--- config.mk ---
export PLATFORM = sky130hd
export DESIGN_NAME = bw_compressor_flat
export DESIGN_NICKNAME = d
export VERILOG_FILES = /design/src/rtl/bw_compressor_if.sv /design/src/rtl/bw_compressor.sv /design/src/flat_wrapper.sv
export SDC_FILE = /design/constraint.sdc
export NUM_CORES = 1
export LEC_CHECK = 0
export CORE_MARGIN = 5
export CORE_UTILIZATION = 50
export CTS_BUF_LIST = sky130_fd_sc_hd__clkbuf_2
export DETAILED_ROUTE_END_ITERATION = 8
export GPL_TIMING_DRIVEN = 0
export PLACE_DENSITY = 0.81
export SKIP_LAST_GASP = 1
export SLEW_MARGIN = 20
export SYNTH_ARGS = -nofsm -noshare
export SYNTH_HDL_FRONTEND = slang
export SYNTH_SLANG_ARGS = --single-unit
--- constraint.sdc ---
create_clock -name aclk -period 2.6 [get_ports aclk]
set_input_delay 0.65 -clock aclk [delete_from_list [all_inputs] [get_ports aclk]]
set_output_delay 0.65 -clock aclk [all_outputs]
set_load 0.03 [all_outputs]
--- src/rtl/bw_compressor_if.sv ---
`default_nettype none
// ============================================================================
//  Module      : bw_compressor_if
//  Description : AXI4-Stream beat channel (tdata/tvalid/tready) shared by the
//                input and output sides of bw_compressor.
//  Ports       : tdata  - DATA_W-bit beat payload
//                tvalid - beat valid (master to slave)
//                tready - beat ready (slave to master)
//  Revision    : 1.0 - initial release
// ============================================================================
interface bw_compressor_if #(
  parameter int DATA_W = 96
) ();
  logic [DATA_W-1:0] tdata;
  logic              tvalid;
  logic              tready;

  modport master (output tdata, output tvalid, input  tready);
  modport slave  (input  tdata, input  tvalid, output tready);
endinterface
`default_nettype wire

--- src/rtl/bw_compressor.sv ---
`default_nettype none
// ============================================================================
//  Module      : bw_compressor
//  Description : Two-lane 64-bit to 48-bit AXI4-Stream width reducer with
//                arithmetic right shift, symmetric saturation, a registered
//                two-entry skid buffer and a saturation event counter.
//  Ports       : aclk, aresetn  - clock, asynchronous active-low reset
//                s_axis (slave) - 128-bit input beats, lane0 = [63:0]
//                m_axis (master)- 96-bit output beats, lane0 = [47:0]
//                sat_clr        - pulse, clears sat_count / sat_flag
//                sat_count      - saturated accepted beats, holds at all-ones
//                sat_flag       - sticky saturation indicator
//  Revision    : 1.0 - initial release
// ============================================================================
module bw_compressor #(
  parameter int SHIFT = 0,
  parameter int CNT_W = 32
) (
  input  wire logic             aclk,
  input  wire logic             aresetn,
  bw_compressor_if.slave        s_axis,
  bw_compressor_if.master       m_axis,
  input  wire logic             sat_clr,
  output      logic [CNT_W-1:0] sat_count,
  output      logic             sat_flag
);

  typedef enum logic [1:0] {
    EMPTY = 2'd0,
    ONE   = 2'd1,
    FULL  = 2'd2
  } state_t;

  localparam logic [47:0] SAT_POS = 48'h7FFF_FFFF_FFFF;
  localparam logic [47:0] SAT_NEG = 48'h8000_0000_0000;

  // Returns {clipped, lane_out}. After the shift, the value fits in 48 bits
  // only when bits [63:47] are all equal (pure sign extension).
  function automatic logic [48:0] convert(input logic [63:0] x);
    logic signed [63:0] t;
    logic               pos_ovf;
    logic               neg_ovf;
    t       = $signed(x) >>> SHIFT;
    pos_ovf = ~t[63] & (|t[62:47]);
    neg_ovf =  t[63] & ~(&t[62:47]);
    if (pos_ovf)      return {1'b1, SAT_POS};
    else if (neg_ovf) return {1'b1, SAT_NEG};
    else              return {1'b0, t[47:0]};
  endfunction

  state_t           state_q, state_d;
  logic [95:0]      out_data_q, out_data_d;
  logic [95:0]      skid_data_q, skid_data_d;
  logic             tready_q, tready_d;
  logic [CNT_W-1:0] sat_count_q, sat_count_d;
  logic             sat_flag_q, sat_flag_d;

  logic [48:0]      lane0_conv;
  logic [48:0]      lane1_conv;
  logic [95:0]      conv_data;
  logic             beat_sat;
  logic             accept;
  logic             transfer;
  logic             sat_accept;

  assign lane0_conv = convert(s_axis.tdata[63:0]);
  assign lane1_conv = convert(s_axis.tdata[127:64]);
  assign conv_data  = {lane1_conv[47:0], lane0_conv[47:0]};
  assign beat_sat   = lane0_conv[48] | lane1_conv[48];

  assign accept     = s_axis.tvalid & tready_q;
  assign transfer   = (state_q != EMPTY) & m_axis.tready;
  assign sat_accept = accept & beat_sat;

  always_comb begin
    state_d     = state_q;
    out_data_d  = out_data_q;
    skid_data_d = skid_data_q;
    unique case (state_q)
      EMPTY: begin
        if (accept) begin
          out_data_d = conv_data;
          state_d    = ONE;
        end
      end
      ONE: begin
        if (accept && transfer) begin
          out_data_d = conv_data;
        end else if (accept) begin
          skid_data_d = conv_data;
          state_d     = FULL;
        end else if (transfer) begin
          state_d = EMPTY;
        end
      end
      FULL: begin
        // tready_q is low here, so only the drain path exists.
        if (transfer) begin
          out_data_d  = skid_data_q;
          skid_data_d = '0;
          state_d     = ONE;
        end
      end
      default: state_d = EMPTY;
    endcase
    // Ready is registered from the next state, which removes the
    // m_axis_tready -> s_axis_tready combinational path.
    tready_d = (state_d != FULL);
  end

  always_comb begin
    sat_count_d = sat_count_q;
    sat_flag_d  = sat_flag_q;
    if (sat_clr) begin
      // A saturated beat on the clearing edge is counted as the first event.
      sat_count_d = sat_accept ? CNT_W'(1) : '0;
      sat_flag_d  = sat_accept;
    end else if (sat_accept) begin
      if (!(&sat_count_q)) sat_count_d = sat_count_q + CNT_W'(1);
      sat_flag_d = 1'b1;
    end
  end

  always_ff @(posedge aclk or negedge aresetn) begin
    if (!aresetn) begin
      state_q     <= EMPTY;
      out_data_q  <= '0;
      skid_data_q <= '0;
      tready_q    <= 1'b0;
      sat_count_q <= '0;
      sat_flag_q  <= 1'b0;
    end else begin
      state_q     <= state_d;
      out_data_q  <= out_data_d;
      skid_data_q <= skid_data_d;
      tready_q    <= tready_d;
      sat_count_q <= sat_count_d;
      sat_flag_q  <= sat_flag_d;
    end
  end

  assign s_axis.tready = tready_q;
  assign m_axis.tvalid = (state_q != EMPTY);
  assign m_axis.tdata  = out_data_q;
  assign sat_count     = sat_count_q;
  assign sat_flag      = sat_flag_q;

endmodule
`default_nettype wire

--- src/flat_wrapper.sv ---
// flat-port wrapper written by rule: the top's interface ports become plain ports
module bw_compressor_flat 
#(
  parameter int SHIFT = 0,
  parameter int CNT_W = 32
)
  (aclk, aresetn, sat_clr, sat_count, sat_flag, s_axis_tdata, s_axis_tvalid, s_axis_tready, m_axis_tdata, m_axis_tvalid, m_axis_tready);
  bw_compressor_if #(.DATA_W(128)) s_axis_i ();
  bw_compressor_if #(.DATA_W(96)) m_axis_i ();
  input  wire logic aclk;
  input  wire logic aresetn;
  input  wire logic sat_clr;
  output      logic [CNT_W-1:0] sat_count;
  output      logic sat_flag;
  input wire logic [$bits(s_axis_i.tdata)-1:0] s_axis_tdata;
  input wire logic [$bits(s_axis_i.tvalid)-1:0] s_axis_tvalid;
  output wire logic [$bits(s_axis_i.tready)-1:0] s_axis_tready;
  output wire logic [$bits(m_axis_i.tdata)-1:0] m_axis_tdata;
  output wire logic [$bits(m_axis_i.tvalid)-1:0] m_axis_tvalid;
  input wire logic [$bits(m_axis_i.tready)-1:0] m_axis_tready;
  assign s_axis_i.tdata = s_axis_tdata;
  assign s_axis_i.tvalid = s_axis_tvalid;
  assign s_axis_tready = s_axis_i.tready;
  assign m_axis_tdata = m_axis_i.tdata;
  assign m_axis_tvalid = m_axis_i.tvalid;
  assign m_axis_i.tready = m_axis_tready;
  bw_compressor #(.SHIFT(SHIFT), .CNT_W(CNT_W)) u_core (.aclk(aclk), .aresetn(aresetn), .s_axis(s_axis_i), .m_axis(m_axis_i), .sat_clr(sat_clr), .sat_count(sat_count), .sat_flag(sat_flag));
endmodule
# Yosys cells after proc, flatten, opt, wreduce, memory -nomap -nowiden
# Cells that the tools add are included.
# W data, S select, Z words.
# totals
latch_bits,0
mem_bits_ro,0
regBits,228
mem_bits_rw,0
n_memories,0
# classes
add_sub_neg,1
n_lt_le_gt_ge,0
div_mod_pow,0
n_shift,0
n_eq_ne,9
n_mul,0
n_reduce_logical,14
n_bitwise,12
mux,23
# ops
operator,n
$mux W96,5
$pmux W96 S3,1
$mux W49,4
$pmux W96 S2,1
$mux W32,3
$add A32 B1 Y32 const B,1
$reduce_and A16 Y1,2
$reduce_and A32 Y1,1
$reduce_or A16 Y1,2
$mux W2,5
$ne A2 B1 Y1 const B,4
$reduce_and A4 Y1,2
$and A1 B1 Y1,7
$ne A2 B2 Y1 const B,3
$pmux W2 S3,1
$reduce_bool A2 Y1,3
$not A1 Y1,4
$mux W1,3
$reduce_bool A3 Y1,1
$eq A2 B1 Y1 const B,1
$eq A2 B2 Y1 const B,1
$logic_not A2 Y1,1
$reduce_and A2 Y1,1
$logic_and A1 B1 Y1,1
$or A1 B1 Y1,1

# Longest topological paths before layout
# depth
ltp_word,9
mapped_depth,9
ltp_nobuf,6

# Worst setup path before layout
# OpenSTA, ideal clock, no wires.
# synth_timing
path_type,in2reg
startpoint,input port s_axis_tdata[125]
endpoint,"register u_core.sat_count_q[31], in the netlist u_core.sat_count[31]"
setup_ns,0.125
setup_slack_ns,0.422
path_stages,6
path_buffers,0
arrival_ns,2.053
path_cell_list,nand4_1 o41ai_2 and4_1 nor4_4 nand4_1 mux2_2
# synth_via
elab_chain_cells,9
# synth_rtl
element,line,rtl
start: declaration,flat_wrapper.sv:15,input wire logic [$bits(s_axis_i.tdata)-1:0] s_axis_tdata;
$reduce_and A16 Y1,bw_compressor.sv:45,neg_ovf = t[63] & ~(&t[62:47]);
$not A1 Y1,bw_compressor.sv:45,
$and A1 B1 Y1,bw_compressor.sv:45,
$mux W49,bw_compressor.sv:47,"else if (neg_ovf) return {1'b1, SAT_NEG};"
$mux W49 (*),bw_compressor.sv:46,"if (pos_ovf) return {1'b1, SAT_POS};"
$or A1 B1 Y1 (*),bw_compressor.sv:69,assign beat_sat = lane0_conv[48] | lane1_conv[48];
$and A1 B1 Y1 (*),bw_compressor.sv:73,assign sat_accept = accept & beat_sat;
$reduce_bool A2 Y1 (no line) (*),-,
$reduce_and A2 Y1 (no line) (*),-,
end signal: assignment,bw_compressor.sv:137,sat_count_q <= sat_count_d;
end: declaration,bw_compressor.sv:55,"logic [CNT_W-1:0] sat_count_q, sat_count_d;"
# Mark *: on every way between the ends. The rest lies on a longest branch, timed or not.
# A chain may end at the register's enable or synchronous reset.

# Final worst setup path
# layout_timing
startpoint,"register u_core.out_data_q[63], in the netlist u_core.m_axis.tdata[63]"
endpoint,output port m_axis_tdata[63]
# layout_rtl
element,line,rtl
start: declaration,bw_compressor.sv:52,"logic [95:0] out_data_q, out_data_d;"
start signal: assignment,bw_compressor.sv:134,out_data_q <= out_data_d;
end: declaration,flat_wrapper.sv:18,output wire logic [$bits(m_axis_i.tdata)-1:0] m_axis_tdata;
# No word-level cell between the ends.

==> out/results.ini <==
[critical_path]
critical_path_class=flip-flop to output port
required_ps=1950
crit_chain=clkdlybuf4s50_1
cpMaxStageDelayCell=clkdlybuf4s50_1
critPathTopFamily=buffers and inverters
critPathMaxStageDelay_ps=680
worst-path-max-fanout=2
crit-reg2reg-capture=u_core.m_axis.tdata[91]
cp.arrival_ps=1850
critPathLaunchType=flip-flop
startpoint=u_core.m_axis.tdata[63]
crit_path_end_kind=output port
crit_cells=1
reg2reg_from=u_core.s_axis.tready
critical_path_buf_inv_count=1
r2r_setup_slack_ps=220
crit_end=m_axis_tdata[63]
ff2ff_path_depth=9

[timing]
clock.fmax_mhz=400
fin_crit_ps=2500
post-route-period-util=0.961
final_max_slew_viol_count=0
finalHoldViolCount=0
tightest_slew_ps=818
fin_setup_tns_ps=0
rsz0062_at_grt=no
finClkSkew_ps=50.2
setup_viol=0
fin_hold_ws_ps=363
worst_slack_ps=102
relSlewSlack=0.447

[worst_hold_path]
hold_class=primary input to async pin

[synthesis]
synth_cells=1131
synth_edf_count=0
synth_top_area_frac=0.550
ys_types=53
synth_most_common_cell=dfrtp_1
synth_seq_cells=228
ys_warn_count=0
yosysSeqAreaShare=0.550
synth_area_leaders=dfrtp_1 (55%), o21ai_0 (7.9%), nand2_1 (7.6%), a21oi_1 (5.2%), a21o_1 (4.2%)
synth_flop_cell=dfrtp_1
synthesis.nets=1265
ys_async_sr_fraction=1.00
synth_area_per_cell_um2=9.18
netlist_top_cells_count=dfrtp_1 (228), nand2_1 (209), o21ai_0 (164)
yosys.area.top_type=dfrtp_1
netlist_area_mm2=0.0104

[clock_tree]
post-cts-setup-buffer-count=0
clk_latency_ps=820
cts-htree-levels=2
cts_root_buf=clkbuf_2
cts_tree=done
cts_buffer_depth=3
cts_num_sinks=228
cts_buffers=58
clk_pin_slew_ps=110

[cells_and_area]
drive_gt1_frac=0.0876
fin_nets=1590
area_growth_pct=34.7
fin_area_mm2=0.0140
n_fill_cell=1677
multiInputGateArea_mm2=0.00430
seq_area_mm2=0.00571
final_cells=1767
final_core_util=0.686

[pwr]
p_seq_frac=0.416
power_frac_comb=0.422
ir_drop_uv=643
power_leakage_nw=7.12
p_per_area_mw_per_mm2=998
p_total_mw=13.9
p_int_mw=8.08
switching_share=0.421
clkPwrFrac=0.163
p_sw_mw=5.87

[floorplan]
dieWidth_um=154
die_y_um=154
design.core.area_mm2=0.0204
initial_utilization=0.510
rows=52
pin_count=264
die-area_mm2=0.0237

[grt]
grt-ovfl-total=0
antenna_found_initial=2
first_global_vias=9920
grt.total_usage=0.255
grt_max_degree=91
grt_pass1_wl_um=49900

[placed_design]
dpl_cell_area_mm2=0.0134
port-buffer-count=263
dpl.hpwl_um=22600
dp_slack_ps=-758
place_congestion=0.898
dp_cells=1666

[drt]
drt_iter0_drc=529
viasPerCell=5.54
ant_nets=0
routedWlPerCell_um=17.5
totalWireLength_um=30800
drc_errors=0
firstDrtPassIters=5
num_vias=9792

[run_status]
status=completed

[job]
drv.max_cap_violation_count=0

## worst min path at each step
stage | startpoint | slack, ps | endpoint | cells after the start
floorplan | aresetn | 350 | u_core.m_axis.tdata[0] | 0
global placement | u_core.m_axis.tdata[21] | 460 | u_core.m_axis.tdata[21] | 1
detailed placement | u_core.m_axis.tdata[34] | 460 | u_core.m_axis.tdata[34] | 1
CTS | aresetn | 320 | u_core.m_axis.tdata[29] | 2
global route | aresetn | 340 | u_core.m_axis.tdata[33] | 2
finish | aresetn | 360 | u_core.skid_data_q[23] | 2
## power groups by stage
stage          registers, mW  clock network, mW  logic (mW)
3_5_place_dp            5.87                  0        6.06
2_1_floorplan           7.24                  0        1.96
4_1_cts                 5.80               2.31        6.00
5_1_grt                 5.97               2.50        6.39
6_report                5.80               2.27        5.89
3_3_place_gp            5.80                  0        5.94
## timing repair
| item | CTS | global route |
|---|---|---|
| setup endpoints to repair | 69 | 216 |
| hold buffers | 1 | 0 |
| pin swaps | 0 | 0 |
| gates cloned | 0 | 0 |
| gates resized for setup | 44 | 58 |
| endpoints found under the hold margin | 59 | 0 |
## worst register-to-register path: cells and delay by family (launching register included)
| kind | cells | cell delay [ps] |
|---|---|---|
| buf+inv | 3 | 890 |
| compound gates | 3 | 580 |
| flops | 1 | 440 |
| simple gates | 3 | 410 |
## kinds of logic after synthesis
| group | count (synthesis) | synth area share |
|---|---|---|
| flops | 228 | 0.550 |
| mux | 3 | 0.00313 |
| fa+ha+maj | 1 | 0.00121 |
| simple gates | 401 | 0.173 |
| buf+inv | 91 | 0.0371 |
| xor+xnor | 20 | 0.0169 |
| compound gates | 387 | 0.219 |
## final cells by class
class,count,share of cell area
antenna,1,0.000179
buffer,85,0.0260
clock buffer,78,0.0279
clock inverter,22,0.00618
inverter,5,0.00134
multi-input combinational,812,0.307
sequential,228,0.408
tap,270,0.0242
timing repair buffer,266,0.198
## sequential cells by signal, summed over array words and instances (netlist names)
register and count:
u_core.skid_data_q 96, u_core.s_axis.tready 1, u_core.state_q 2, u_core.m_axis.tdata 96, u_core.sat_flag 1, u_core.sat_count 32
## layout by cell type, fill, tap and decap left out, drive strengths merged, types with 2 or more instances in the layout
master         synthesis  layout
o21ai                164     164
dlygate4sd2            0      43
buf                   23      26
nor2                  93      93
clkdlybuf4s50          0     166
nor3                   4       4
or2                    2       2
or4                    2       2
xor2                  16      16
clkinv                 0      21
dfrtp                228     228
o31ai                 42      42
a41oi                  4       4
nand2b                 4       4
and3                  10      10
dlymetal6s2s           0      52
nand3                 16      16
clkbuf                63     141
nand2                210     210
a21oi                107     107
or3                    3       3
nand4                 20      20
and2                   6       6
nor2b                  8       8
a21o                  58      58
o41ai                  2       2
and4                   7       7
a41o                   2       2
nor4                  13      13
mux2                   2       2
inv                    5       6
xnor2                  4       4
## layer usage
| layer | GRT usage | part of all wire |
|---|---|---|
| met3 | 0.0787 | 0.086 |
| met5 | 0 | 0.00062 |
| met1 | 0.326 | 0.41 |
| met2 | 0.416 | 0.48 |
| met4 | 0.0858 | 0.024 |
Power figures use the tool's default switching activity.
